### src/rtl/neuron_layer_sequencer.sv
// neuron_layer_sequencer: steps one dense layer over a shared neuron MAC datapath.
// Each row is fetched, the memory read latency is waited out, and the 32-bit result
// is captured and requantised (optional ReLU, arithmetic shift, saturation). The
// activation is then written through a ready-qualified port.
// Optional feature macro: NEURON_LAYER_SEQ_RELU_EN. When it is defined, negative
// neuron results are clamped to zero before the shift.
//
// Write handshake: OUT_WE is valid and holds OUT_ADDR/OUT_DATA stable until
// the cycle where OUT_READY is also high. A write is committed on the rising
// edge that ends that cycle. ABORT masks OUT_WE in the same cycle.
module neuron_layer_sequencer #(
    parameter int OUTPUT_SIZE  = 512,
    parameter int BIAS_WIDTH   = 32,
    parameter int OUT_WIDTH    = 8,
    parameter int READ_LATENCY = 1,
    parameter int ADDR_WIDTH   = (OUTPUT_SIZE > 1) ? $clog2(OUTPUT_SIZE) : 1
) (
    input  logic                  CLK,
    input  logic                  RST,
    input  logic                  START,
    input  logic                  ABORT,
    input  logic [4:0]            SHIFT,
    output logic                  BUSY,
    output logic                  DONE,
    output logic [ADDR_WIDTH-1:0] ROW_ADDR,
    input  logic [BIAS_WIDTH-1:0] NEURON_OUT,
    output logic                  OUT_WE,
    output logic [ADDR_WIDTH-1:0] OUT_ADDR,
    output logic [OUT_WIDTH-1:0]  OUT_DATA,
    input  logic                  OUT_READY,
    output logic [2:0]            DBG_STATE
);

    localparam int CNT_W = (READ_LATENCY > 1) ? $clog2(READ_LATENCY) : 1;
    localparam logic [ADDR_WIDTH-1:0] LAST_ROW = ADDR_WIDTH'(OUTPUT_SIZE - 1);
    localparam logic signed [BIAS_WIDTH-1:0] SAT_HI = BIAS_WIDTH'(2 ** (OUT_WIDTH - 1) - 1);
    localparam logic signed [BIAS_WIDTH-1:0] SAT_LO = BIAS_WIDTH'(-(2 ** (OUT_WIDTH - 1)));

    typedef enum logic [2:0] {
        S_IDLE    = 3'd0,
        S_FETCH   = 3'd1,
        S_WAIT    = 3'd2,
        S_CAPTURE = 3'd3,
        S_WRITE   = 3'd4,
        S_FINISH  = 3'd5
    } state_t;

    state_t                 state_q;
    logic [ADDR_WIDTH-1:0]  row_q;
    logic [ADDR_WIDTH-1:0]  row_addr_q;
    logic [ADDR_WIDTH-1:0]  out_addr_q;
    logic [OUT_WIDTH-1:0]   out_data_q;
    logic [4:0]             shift_q;
    logic [CNT_W-1:0]       wait_q;
    logic                   busy_q;
    logic                   done_q;
    logic                   out_we_q;

    logic signed [BIAS_WIDTH-1:0] relu_x;
    logic signed [BIAS_WIDTH-1:0] shifted;
    logic [OUT_WIDTH-1:0]         requant_d;

    // Requantise the current datapath result with the shift latched at START.
    always_comb begin
        relu_x = signed'(NEURON_OUT);
`ifdef NEURON_LAYER_SEQ_RELU_EN
        if (relu_x < 0) begin
            relu_x = '0;
        end
`endif
        if (32'(shift_q) >= BIAS_WIDTH) begin
            shifted = {BIAS_WIDTH{relu_x[BIAS_WIDTH-1]}};
        end else begin
            shifted = relu_x >>> shift_q;
        end
        if (shifted > SAT_HI) begin
            requant_d = SAT_HI[OUT_WIDTH-1:0];
        end else if (shifted < SAT_LO) begin
            requant_d = SAT_LO[OUT_WIDTH-1:0];
        end else begin
            requant_d = shifted[OUT_WIDTH-1:0];
        end
    end

    // Layer sequencing FSM with registered outputs; ABORT overrides every non-idle state.
    always_ff @(posedge CLK) begin
        if (RST) begin
            state_q    <= S_IDLE;
            row_q      <= '0;
            row_addr_q <= '0;
            out_addr_q <= '0;
            out_data_q <= '0;
            shift_q    <= '0;
            wait_q     <= '0;
            busy_q     <= 1'b0;
            done_q     <= 1'b0;
            out_we_q   <= 1'b0;
        end else if (ABORT && (state_q != S_IDLE)) begin
            state_q  <= S_IDLE;
            row_q    <= '0;
            busy_q   <= 1'b0;
            done_q   <= 1'b0;
            out_we_q <= 1'b0;
        end else begin
            case (state_q)
                S_IDLE: begin
                    done_q <= 1'b0;
                    busy_q <= 1'b0;
                    if (START && !ABORT) begin
                        state_q <= S_FETCH;
                        row_q   <= '0;
                        shift_q <= SHIFT;
                        busy_q  <= 1'b1;
                    end
                end
                S_FETCH: begin
                    row_addr_q <= row_q;
                    wait_q     <= CNT_W'(READ_LATENCY - 1);
                    state_q    <= S_WAIT;
                end
                S_WAIT: begin
                    if (wait_q != '0) begin
                        wait_q <= wait_q - 1'b1;
                    end else begin
                        state_q <= S_CAPTURE;
                    end
                end
                S_CAPTURE: begin
                    out_data_q <= requant_d;
                    out_addr_q <= row_q;
                    out_we_q   <= 1'b1;
                    state_q    <= S_WRITE;
                end
                S_WRITE: begin
                    if (OUT_READY) begin
                        out_we_q <= 1'b0;
                        if (row_q == LAST_ROW) begin
                            state_q <= S_FINISH;
                        end else begin
                            row_q   <= row_q + 1'b1;
                            state_q <= S_FETCH;
                        end
                    end
                end
                S_FINISH: begin
                    // DONE is raised for the single cycle following FINISH; BUSY covers it.
                    done_q  <= 1'b1;
                    state_q <= S_IDLE;
                end
                default: begin
                    state_q <= S_IDLE;
                end
            endcase
        end
    end

    assign BUSY      = busy_q;
    assign DONE      = done_q;
    assign ROW_ADDR  = row_addr_q;
    assign OUT_ADDR  = out_addr_q;
    assign OUT_DATA  = out_data_q;
    assign OUT_WE    = out_we_q & ~ABORT;
    assign DBG_STATE = state_q;

endmodule

### config.mk
export PLATFORM = sky130hd
export DESIGN_NAME = neuron_layer_sequencer
export DESIGN_NICKNAME = d
export VERILOG_FILES = /design/src/rtl/neuron_layer_sequencer.sv
export SDC_FILE = /design/constraint.sdc
export NUM_CORES = 1
export LEC_CHECK = 0
export ABC_AREA = 1
export CELL_PAD_IN_SITES_DETAIL_PLACEMENT = 1
export CELL_PAD_IN_SITES_GLOBAL_PLACEMENT = 1
export CORE_UTILIZATION = 35
export DETAILED_ROUTE_END_ITERATION = 16
export PLACE_DENSITY_LB_ADDON = 0.1
export SLEW_MARGIN = 20
export SYNTH_ARGS = -nofsm -noshare
export SYNTH_HDL_FRONTEND = slang
export SYNTH_SLANG_ARGS = --single-unit
### constraint.sdc
create_clock -name CLK -period 2.45 [get_ports CLK]
set_input_delay 0.245 -clock CLK [delete_from_list [all_inputs] [get_ports CLK]]
set_output_delay 0.245 -clock CLK [all_outputs]
set_load 0.02 [all_outputs]
* Word level (Yosys, flattened, before mapping)
Cells that the tools add are included.
** Storage, ports and cells
- Bits in registers :: 47
- Input port bits :: 42
- Output and inout bits :: 32
** Operators by class
- Add/subtract/negate cells :: 2
- Magnitude comparators :: 2
- Equal/unequal tests :: 10
- Shift-type cells :: 1
- Muxes and demuxes :: 17
- Bitwise gates (word level) :: 3
- Reduce and logical (&&, ||, !) cells :: 17
** Operators with widths (count)
- 32-bit by 8-bit > comparator with 1-bit output (second input constant) :: 1
- 32-bit by 8-bit < comparator with 1-bit output (second input constant) :: 1
- 32-bit by 5-bit >>> shifter with 32-bit output :: 1
- 9-bit 2-to-1 mux :: 3
- 9-bit one-hot mux with 2 select lines :: 1
- 8-bit 2-to-1 mux :: 2
- 3-bit one-hot mux with 5 select lines :: 1
- 3-bit 2-to-1 mux :: 4
- 9-bit by 1-bit adder with 9-bit output (second input constant) :: 1
- 9-bit equality test (second input constant) :: 1
- 2-bit != test (second input constant) :: 4
- 2-bit AND reduction :: 4
- 2-bit nonzero test :: 4
- 3-bit by 2-bit equality test with 1-bit output (second input constant) :: 2
- 3-bit equality test (second input constant) :: 2
- 1-bit one-hot mux with 2 select lines :: 3
- 3-bit AND reduction :: 2
- 4-bit AND reduction :: 1
- 3-bit by 1-bit equality test with 1-bit output (second input constant) :: 1
- 3-bit zero test :: 1
- 1-bit 2-to-1 mux :: 3
- 3-bit nonzero test :: 1
- 1-bit logical AND :: 2
- 1-bit NOT :: 2
- 4 further kinds :: 4

* Longest topological paths before layout
Gate-level depths: netlist of the first run.
- Depth after elaboration :: 4
- Gate-level depth with buffers :: 19
- Gate-level depth less buffers :: 18

* Worst setup path before layout of the first run
No wires, ideal clock.
- Kind :: flip-flop to flip-flop
- Start point :: register row_q[1]
- End point :: register row_q[6]
- Library setup time :: 0.086 ns
- Data arrival time :: 1.801 ns
- Data required time :: 2.364 ns
- Path slack :: 0.564 ns
- Cell stages (with the launch flop) :: 16
- Path through :: dfxtp_1 -> ha_1 -> inv_1 -> nor3_1 -> nand3_1 -> nor2_1 -> ha_1 -> nand2_1 -> nand2_1 -> nor2_1 -> inv_1 -> nor3_2 -> nand2_1 -> nor2_1 -> nand2_1 -> a211oi_1
** Between the ends
- Word-level cells in the longest chain between the ends :: 4
** Ends and longest elaborated chain
- from (decl) :: line 49 : logic [ADDR_WIDTH-1:0] row_q;
- from (signal assigned) :: line 140 : row_q <= row_q + 1'b1;
- 9-bit by 1-bit adder with 9-bit output :: line 140
- 9-bit 2-to-1 mux :: line 137 : if (row_q == LAST_ROW) begin
- 9-bit 2-to-1 mux :: line 135 : if (OUT_READY) begin
- 9-bit one-hot mux with 2 select lines :: line 105 : case (state_q)
Several ways; a longest one is shown, not always the timed one. The select of a mux whose other input is x is not followed.
A chain may end at the register's enable or synchronous reset.

* Worst setup path in the final report of the first run
Same ends and word-level chain as after synthesis.

==> results of run 1 <==
-- timing repair --
item | CTS | global route
hold buffers | 0 | 0
resized for setup | 0 | 9
endpoints found under the setup margin | 0 | 9
-- synth_stat cells (2+ instances only) --
cell	n
buf_2	14
clkbuf_1	15
nand3_1	147
o211ai_1	3
nor3_1	6
inv_1	33
nand2_2	4
dfxtp_1	46
nand2_1	181
buf_6	3
nor2_1	54
o21ai_0	46
mux2i_1	2
nand4_1	2
a31oi_1	2
a21oi_1	40
nand3_2	3
ha_1	2
buf_4	4
a22oi_1	2
-- worst min-delay path by stage --
stage	to	from
after floorplan	OUT_DATA[7]	RST
after global placement	OUT_DATA[7]	OUT_DATA[7]
after detailed placement	OUT_DATA[7]	OUT_DATA[7]
after CTS	OUT_DATA[7]	OUT_DATA[7]
after global routing	OUT_DATA[7]	OUT_DATA[7]
final	OUT_DATA[7]	OUT_DATA[7]
-- final cells by class --
cell class	instances	area (µm²)
clock buffer	6	72.6
sequential	46	922
timing repair buffer	88	863
multi-input combinational	508	2370
inverter	35	141
tap	133	166
fill	1377	5330
clock inverter	2	37.5
-- per-layer routing --
layer	routed length (µm)	track usage, %
met5	0	0
met4	514	10.7
met3	416	2.96
met2	6580	44.7
met1	5720	28.5
-- cells by family (layout without fill, tap and decap cells) --
logic type	after synthesis	count (layout)
and+or+nand+nor	404	404
AOI/OAI and AO/OA	99	99
buffers and inverters	72	131
DFF	46	46
adders and majority gates	2	2
muxes	2	2
xor gates and xnor gates	1	1
-- sequential cells by signal, indices dropped and copies added (netlist names) --
signal,flops
OUT_ADDR,9
ROW_ADDR,9
row_q,9
OUT_DATA,8
shift_q,5
DBG_STATE,3
BUSY,1
DONE,1
out_we_q,1
-- tightest hold or removal path: cells and delay by family (launching register included) --
family / cells / cell delay, ns
AND/OR/NAND/NOR: 1 / 0.06
AO/OA/AOI/OAI: 1 / 0.05
flip-flops: 1 / 0.33
-- power breakdown --
group	leakage [nW]	internal, mW	total (mW)	switching [mW]
Combinational	1.57	0.457	1.32	0.860
Sequential	0.373	0.793	0.832	0.0393
Clock	0.0514	0.304	0.558	0.253
Total	2.00	1.55	2.71	1.15
-- through the flow --
| stage | power, mW | instances | hold WS (ns) |
|---|---|---|---|
| after floorplan | 1.72 | 626 | 0.314 |
| after CTS | 2.71 | 818 | 0.494 |
| after detailed placement | 2.15 | 810 | 0.473 |
| after global routing | 2.90 | 818 | 0.509 |
| final | 2.71 | 818 | 0.486 |
| after global placement | 2.13 | 810 | 0.459 |
==> results.txt, run 1 <==
Slew Limit Fails: 0
core region area: 9910 µm²
Post-CTS Repair Setup Buffers: 0
die height: 104 µm
n_diodes: 0
num rows: 36
worst r2r dst: row_q[6]
setup_tns: 0 ns
layout cells sized above 1: 5.99%
largest net degree at the start of global routing: 37
setup violators final: 0
vias per inst: 5.38
Seq/Total Area, Yosys: 25.4%
critical path peak fanout: 7
first-pass GRT wire length: 21600 µm
setup slack after layout: 0.132 ns
WL per Instance: 16.2 µm
Pwr Density: 591 nW/µm²
Top FF cell, synth: dfxtp_1
fin crit period: 2.32 ns
cell area after synthesis: 3620 µm²
Critical Path Stages: 15
Die X: 104 µm
die area: 10800 µm²
number of flops mapped to enable cells by yosys: 0
Finished Core Util: 46.2%
post-route cell area: 4580 µm²
complex-gate fraction of the synthesized area: 14.7%
crit end category: flop
Worst Setup EP: row_q[6]
leading cell type in the layout, fill and taps excluded: nand2_1
clock root cell: clkbuf_8
Worst Path Buf+Inv: 2
largest family of logic cells by synthesized area: simple AND/OR/NAND/NOR gates
CTS sink cnt: 46
ranking of synthesized cells by area: dfxtp_1, nand3_1, nand2_1
Top Family by Delay on Critical Path: simple AND/OR/NAND/NOR gates
synth warn: 0
FFs w/ async S/R, synth: 0%
Synth-to-Final Area Change: 26.4%
total CTS buffers: 5
Max Buffers Root-to-Sink: 2
RePlAce Congestion: 0.909
Final Hold Viols: 0
period utilization: 94.6%
antenna violations before repair: 0
Reg2Reg Depth: 15
status: complete, no violations
number of global-route vias before repair: 4477
CP arrival: 2.53 ns
CP Launch Type: flop
Hold Crit Class: flop to flop
All-Layer GR Usage: 24.5%
xor-xnor portion of the synthesized cell area: 0.242%
VDD IR max: 0.000384 V
Top Ports: 74
post-synthesis simple-gate area fraction: 48.8%
Netlist cell types: 37
slowest CP cell: dfxtp_1
share of synthesized area spent on multiplexers: 0.553%
post-synth top area share: 25.4%
max cap viols: 0
GR Overflow Total: 0
CP Launch Point: row_q[1]
TritonCTS clock tree: yes
most frequent cells in the layout: nand2_1, nand3_1, clkdlybuf4s50_1, nor2_1, o21ai_0
Rel. slew slack: 47.8%
Initial Util: 36.6%
slowest stage delay, CP: 0.37 ns
leading area contributor after synthesis: dfxtp_1
DRC Markers: 0
I/O Buffers: 73
drt pass-1 iters: 4
Yosys reg bits: 46
Place WS: 0.0759 ns
syn nets: 670
Required @ worst endpoint: 2.66 ns
RR Startpoint: row_q[1]
H-tree depth: 2
clk_lat worst skew: 0.30 ns
clk_skew: 0.00515 ns
kind of critical path: flop to flop
flop-to-flop setup slack: 0.13 ns
Initial DRC Count: 195
leakage power: 2.00 nW
CP Cell Sequence: ha_1 -> inv_1 -> nor3_1 -> nand3_1 -> nor2_1 -> ha_1 -> nand2_1 -> nand2_1 -> nor2_2 -> inv_2 -> nor3_4 -> nand2_1 -> nor2_1 -> nand2_1 -> a211oi_1
nets: 728
max frequency: 431 MHz
clock slew at reported path FFs: 0.09 ns
Antenna Nets Post-Route: 0
Most common cell on crit path: nand2_1
Avg Cell Area, Syn: 5.79 µm²
Post-DP Area: 4450 µm²
post-synthesis adder-cell area fraction: 0.691%
via count: 4402
WHS Path Cells: 2
Slew @ Worst Pin: 0.782 ns
Cells after Synth: 626
dpl hpwl: 10200 µm
final wirelength: 13200 µm
No activity file was read; power rests on OpenSTA's default activity.
==> run 2, diff against run 1 <==
--- a/config.mk
+++ b/config.mk
@@ -6,12 +6,13 @@
 export NUM_CORES = 1
 export LEC_CHECK = 0
 export ABC_AREA = 1
+export CAP_MARGIN = 25
 export CELL_PAD_IN_SITES_DETAIL_PLACEMENT = 1
 export CELL_PAD_IN_SITES_GLOBAL_PLACEMENT = 1
 export CORE_UTILIZATION = 35
 export DETAILED_ROUTE_END_ITERATION = 16
 export PLACE_DENSITY_LB_ADDON = 0.1
-export SLEW_MARGIN = 20
+export SLEW_MARGIN = 40
 export SYNTH_ARGS = -nofsm -noshare
 export SYNTH_HDL_FRONTEND = slang
 export SYNTH_SLANG_ARGS = --single-unit
==> results of run 2 <==
Final layout, timing and power as in run 1 (identical DEF).
